$ cat config.mk
export PLATFORM = sky130hd
export DESIGN_NAME = uart_rx
export DESIGN_NICKNAME = d
export VERILOG_FILES = /design/src/rtl/uart_rx_pkg.sv /design/src/rtl/uart_rx_sync.sv /design/src/rtl/uart_rx.sv
export SDC_FILE = /design/constraint.sdc
export NUM_CORES = 1
export LEC_CHECK = 0
export ABC_CLOCK_PERIOD_IN_PS = 1800
export BUFFER_PORTS_ARGS = -buffer_cell sky130_fd_sc_hd__buf_2
export CORE_UTILIZATION = 51
export CTS_CLUSTER_SIZE = 10
export DETAILED_ROUTE_END_ITERATION = 8
export PLACE_DENSITY = 0.74
export SLEW_MARGIN = 15
export SYNTH_ARGS = -nofsm -noshare
export SYNTH_HDL_FRONTEND = slang
export SYNTH_HIERARCHICAL = 1
export SYNTH_SLANG_ARGS = --single-unit
export TNS_END_PERCENT = 20
$ cat constraint.sdc
create_clock -name clk -period 1.8 [get_ports clk]
set_input_delay 0.18 -clock clk [delete_from_list [all_inputs] [get_ports clk]]
set_output_delay 0.18 -clock clk [all_outputs]
set_load 0.1 [all_outputs]
$ cat src/rtl/uart_rx_pkg.sv
// Shared UART constants: clock/baud derivation and the 3-bit state encodings.
// Optional even-parity receive is enabled with the UART_RX_PARITY_EN macro.
package uart_rx_pkg;

  localparam int CPU_CLK           = 100_000_000;
  localparam int UART_BAUD_RATE    = 576_000;
  localparam int UART_CLKS_PER_BIT = (CPU_CLK + UART_BAUD_RATE / 2) / UART_BAUD_RATE;

  typedef logic [2:0] uart_state_t;

  localparam uart_state_t S_IDLE   = 3'd0;
  localparam uart_state_t S_START  = 3'd1;
  localparam uart_state_t S_DATA   = 3'd2;
  localparam uart_state_t S_PARITY = 3'd3;
  localparam uart_state_t S_STOP   = 3'd4;

endpackage

$ cat src/rtl/uart_rx_sync.sv
// Multi-flop synchronizer for the asynchronous serial line; resets to idle-high.
module uart_rx_sync #(
  parameter int SYNC_STAGES = 2
) (
  input  logic clk,
  input  logic rst,
  input  logic rx_serial,
  output logic rx_s
);

  logic [SYNC_STAGES-1:0] chain;

  always_ff @(posedge clk) begin
    if (rst) chain <= '1;
    else     chain <= {chain[SYNC_STAGES-2:0], rx_serial};
  end

  assign rx_s = chain[SYNC_STAGES-1];

endmodule

$ cat src/rtl/uart_rx.sv
// UART receiver (8N1, or 8E1 when UART_RX_PARITY_EN is defined): mid-bit sampling,
// LSB-first assembly, 1-entry valid/ready holding register, 1-cycle error pulses.
module uart_rx
  import uart_rx_pkg::*;
#(
  parameter int CLKS_PER_BIT = UART_CLKS_PER_BIT,
  parameter int SYNC_STAGES  = 2
) (
  input  logic       clk,
  input  logic       rst,
  input  logic       rx_serial,
  output logic       rd_valid,
  input  logic       rd_ready,
  output logic [7:0] byte_out,
  output logic       frame_err,
  output logic       overrun,
  output logic       parity_err,
  output logic       rx_busy
);

  localparam int CW = $clog2(CLKS_PER_BIT);
  localparam logic [CW-1:0] HALF = CW'((CLKS_PER_BIT - 1) / 2);
  localparam logic [CW-1:0] FULL = CW'(CLKS_PER_BIT - 1);
  localparam logic [CW-1:0] ONE  = CW'(1);

  uart_state_t   state, next_state;
  logic          rx_s, rx_d;
  logic [CW-1:0] clk_count;
  logic [2:0]    bit_idx;
  logic [7:0]    shift_r;
  logic          tick, stop_tick, fall, par_bad;

  uart_rx_sync #(.SYNC_STAGES(SYNC_STAGES)) u_sync (
    .clk       (clk),
    .rst       (rst),
    .rx_serial (rx_serial),
    .rx_s      (rx_s)
  );

  always_ff @(posedge clk) begin
    if (rst) state <= S_IDLE;
    else     state <= next_state;
  end

  always_comb begin
    next_state = state;
    case (state)
      S_IDLE:  if (fall) next_state = S_START;
      S_START: if (tick) next_state = rx_s ? S_IDLE : S_DATA;
      S_DATA:
        if (tick && bit_idx == 3'd7) begin
`ifdef UART_RX_PARITY_EN
          next_state = S_PARITY;
`else
          next_state = S_STOP;
`endif
        end
`ifdef UART_RX_PARITY_EN
      S_PARITY: if (tick) next_state = S_STOP;
`endif
      S_STOP:  if (tick) next_state = S_IDLE;
      default: next_state = S_IDLE;
    endcase
  end

  always_comb begin
    rx_busy   = (state != S_IDLE);
    fall      = rx_d & ~rx_s;
    tick      = rx_busy && (clk_count == '0);
    stop_tick = (state == S_STOP) && tick;
  end

  always_ff @(posedge clk) begin
    if (rst) begin
      rx_d      <= 1'b1;
      clk_count <= '0;
      bit_idx   <= '0;
      shift_r   <= '0;
      rd_valid  <= 1'b0;
      byte_out  <= '0;
      frame_err <= 1'b0;
      overrun   <= 1'b0;
    end else begin
      rx_d      <= rx_s;
      frame_err <= 1'b0;
      overrun   <= 1'b0;

      if (!rx_busy) begin
        if (fall) clk_count <= HALF;
      end else if (tick) begin
        clk_count <= FULL;
      end else begin
        clk_count <= clk_count - ONE;
      end

      if (state == S_START && tick) bit_idx <= '0;
      if (state == S_DATA && tick) begin
        shift_r <= {rx_s, shift_r[7:1]};
        bit_idx <= bit_idx + 3'd1;
      end

      if (rd_valid && rd_ready) rd_valid <= 1'b0;

      // A delivery may land in the same cycle the previous byte is being read.
      if (stop_tick && !par_bad) begin
        if (!rx_s) begin
          frame_err <= 1'b1;
        end else if (!rd_valid || rd_ready) begin
          byte_out <= shift_r;
          rd_valid <= 1'b1;
        end else begin
          overrun <= 1'b1;
        end
      end
    end
  end

`ifdef UART_RX_PARITY_EN
  always_ff @(posedge clk) begin
    if (rst) begin
      par_bad    <= 1'b0;
      parity_err <= 1'b0;
    end else begin
      parity_err <= stop_tick & par_bad;
      if (state == S_START)
        par_bad <= 1'b0;
      else if (state == S_PARITY && tick)
        par_bad <= ^{shift_r, rx_s};
    end
  end
`else
  assign par_bad    = 1'b0;
  assign parity_err = 1'b0;
`endif

endmodule

==> flow_metrics.env <==
export IMPL_status="finished, violations left"
export IMPL_violations="DRC"
export IMPL_synthTopCellsByArea="dfxtp_1, mux2i_1, nor2_1"
export IMPL_fin_crit_ns=1.766
export IMPL_post_synth_cell_area_avg_um2=9.149
export IMPL_initialDrtViolationCount=32
export IMPL_nets=200
export IMPL_synth_warnings=6
export IMPL_syn_to_final_growth_pct=15.97
export IMPL_cts_buffers=5
export IMPL_crit_type="flip-flop to flip-flop"
export IMPL_wl_met1_mm=1.476
export IMPL_synth_area_mux_share_pct=10.12
export IMPL_crit_path_max_fanout=7
export IMPL_dr_max_layer_used="met4"
export IMPL_start_kind="flip-flop"
export IMPL_overflow=0
export IMPL_endpoint="clk_count[1]$_SDFFE_PP0P_"
export IMPL_min_path_cells=2
export IMPL_vias=1347
export IMPL_dieHeight_um=57.71
export IMPL_cp_startpoint="clk_count[1]$_SDFFE_PP0P_"
export IMPL_dpl_worst_slack_ns=-0.02963
export IMPL_wl_per_cell_um=14.65
export IMPL_drv_cap=0
export IMPL_fin_ws_ns=0.03423
export IMPL_synth_top_family_by_area="simple AND/OR/NAND/NOR gates"
export IMPL_htree_levels=2
export IMPL_synth_top_area_share_pct=45.53
export IMPL_synth_common_cells="dfxtp_1, nor2_1, mux2i_1, a21oi_1, clkbuf_1"
export IMPL_cts_root_buf="clkbuf_4"
export IMPL_p_total_mw=2.921
export IMPL_synth_xor_xnor_area_share_pct=0.5534
export IMPL_cp_slowest_cell="dfxtp_1"
export IMPL_dr_pass1_iters=6
export IMPL_yosys_area_top_type="dfxtp_1"
export IMPL_fin_skew_ns=0.006856
export IMPL_clock_fmax_ghz=0.5663
export IMPL_cpPeakStageDelay_ns=0.39
export IMPL_via_per_inst=6.013
export IMPL_diodes=0
export IMPL_powerDensity_nw_per_um2=1591
export IMPL_synthSimpleGateAreaFrac_pct=23.24
export IMPL_slew_violations=0
export IMPL_worst_slew_pin_slew_ns=0.6047
export IMPL_async_flop_share_pct=0
export IMPL_hold_path_class="input port to flip-flop"
export IMPL_synth_edf_count=0
export IMPL_rrSetupSlack_ns=0.03
export IMPL_arrival_ns=2.02
export IMPL_clock_latency_ns=0.34
export IMPL_core_area_um2=2853
export IMPL_path_cells="inv_1, ha_1, nor3b_2, buf_4, and2_1, o21a_1, a311oi_1"
export IMPL_grt_pass1_vias=1319
export IMPL_clkTransAtPathRegs_ns=0.11
export IMPL_yosysMostFrequentCell="dfxtp_1"
export IMPL_grt_antenna_before_repair=0
export IMPL_grt_pass1_wl_mm=5.740
export IMPL_ctsLongestPathBuffers=2
export IMPL_ios=17
export IMPL_cp_required_ns=2.06
export IMPL_hpwl_mm=2.292
export IMPL_dieWidth_um=57.71
export IMPL_synth_compound_area_share_pct=13.28
export IMPL_syn_cell_area_um2=1583
export IMPL_routed_wl_mm=3.281
export IMPL_die_area_um2=3330
export IMPL_globalplace_congestion=0.7978
export IMPL_start_util_pct=55.48
export IMPL_syn_inst=173
export IMPL_wl_met3_um=137
export IMPL_grt_max_degree=37
export IMPL_tritoncts="yes"
export IMPL_crit_family="compound AO/OA/AOI/OAI gates"
export IMPL_setup_viol=0
export IMPL_synth_cell_type_count=42
export IMPL_end_kind="flip-flop"
export IMPL_synth_top_flop_cell="dfxtp_1"
export IMPL_reg2reg_depth=7
export IMPL_syn_num_nets=181
export IMPL_yosysSeqAreaShare_pct=45.53
export IMPL_vdd_drop_max_mv=0.6495
export IMPL_placed_area_um2=1729
export IMPL_path_depth=7
export IMPL_fin_crit_sh_pct=98.10
export IMPL_num_rows=19
export IMPL_grt_usage_pct=22.29
export IMPL_cp_buffers_inverters=2
export IMPL_slew_headroom_pct=59.69
export IMPL_synth_fa_ha_area_share_pct=3.162
export IMPL_rsz0062_at_grt="true"
export IMPL_final_area_um2=1836
export IMPL_port_buffers=15
export IMPL_r2r_start="clk_count[1]$_SDFFE_PP0P_"
export IMPL_r2r_end="clk_count[1]$_SDFFE_PP0P_"
export IMPL_synth_seq_cells=36
export IMPL_wl_met2_mm=1.645
export IMPL_ant_nets=0
export IMPL_leakagePower_nw=0.8424
export IMPL_clock_sinks=36
export IMPL_drc=1
export IMPL_hold_viol=0
export IMPL_layout_drive_gt1_share_pct=20.73
export IMPL_hold_worst_slack_ns=0.01735
[state kept, by name, summed over array words and instances (netlist names)]
register      flops
frame_err         1
u_sync/chain      2
bit_idx           3
state             3
rd_valid          1
rx_d              1
shift_r           8
clk_count         8
overrun           1
byte_out          8
[kinds of logic after synthesis]
logic type,Yosys count
and+or+nand+nor,66
xor gates and xnor gates,1
AOI/OAI and AO/OA,34
DFF,36
buffers and inverters,15
muxes,16
adders and majority gates,4
other,1
[power breakdown]
group          internal, mW  switching (mW)  leakage [nW]
registers             0.911           0.138         0.293
clock network         0.289           0.276        0.0412
logic                 0.541           0.765         0.509
[what timing repair did]
action / CTS / global route
endpoints found under the setup margin: 8 / 25
cloned: 0 / 0
buffers inserted: 0 / 0
gates resized for setup: 1 / 5
hold buffers: 0 / 0
[routing by layer]
metal | up-vias | global-route usage (%)
li1 | 659 | -
met1 | 649 | 26.06
met2 | 36 | 38.37
met3 | 3 | 6.920
met4 | 0 | 8.503
met5 | - | 0
[area by class of cell]
type                            count  area (um2)
Fill cell                         250        1017
Multi-Input combinational cell    122       825.8
Sequential cell                    36       721.9
Timing Repair Buffer               24       157.7
Clock inverter                      3       42.54
Tap cell                           31       38.79
Clock buffer                        5       37.54
Inverter                            3       11.26
[per-stage QoR]
| stage | instances | TNS [ns] | utilization [%] |
|---|---|---|---|
| global route | 224 | -0.01594 | 64.34 |
| finish | 224 | 0 | 64.34 |
| CTS | 224 | 0 | 63.73 |
| detailed placement | 216 | -0.05142 | 60.61 |
| floorplan | 173 | -0.04213 | - |
| global placement | 216 | 0 | 60.61 |
[how the worst min path moves through the flow]
stage,from,end,slack (ns)
detailed placement,rx_serial,u_sync/chain[0]$_SDFF_PP1_,0.37
floorplan,rst,u_sync/chain[0]$_SDFF_PP1_,0.28
global route,rx_serial,u_sync/chain[0]$_SDFF_PP1_,0.01
finish,rx_serial,u_sync/chain[0]$_SDFF_PP1_,0.02
CTS,rx_serial,u_sync/chain[0]$_SDFF_PP1_,0.005
global placement,rx_serial,u_sync/chain[0]$_SDFF_PP1_,0.37
[placed cells by master (no fill, tap or decap), drive strengths merged, types with 3 or more instances in the layout]
master	n
nor4	3
mux2i	16
or2	3
nand3b	4
a21oi	12
buf	24
inv	3
nor2b	3
nand3	3
nor3	5
o21ai	7
clkbuf	5
nand4	4
dfxtp	36
nor2	24
ha	4
nand2	5
[worst reg2reg max path: stages, from the launching register on]
cell and delay [ns]:
dfxtp_1 0.39, inv_1 0.09, ha_1 0.22, nor3b_2 0.17, buf_4 0.16, and2_1 0.23, o21a_1 0.20, a311oi_1 0.23
No activity file was read; power rests on OpenSTA's default activity.
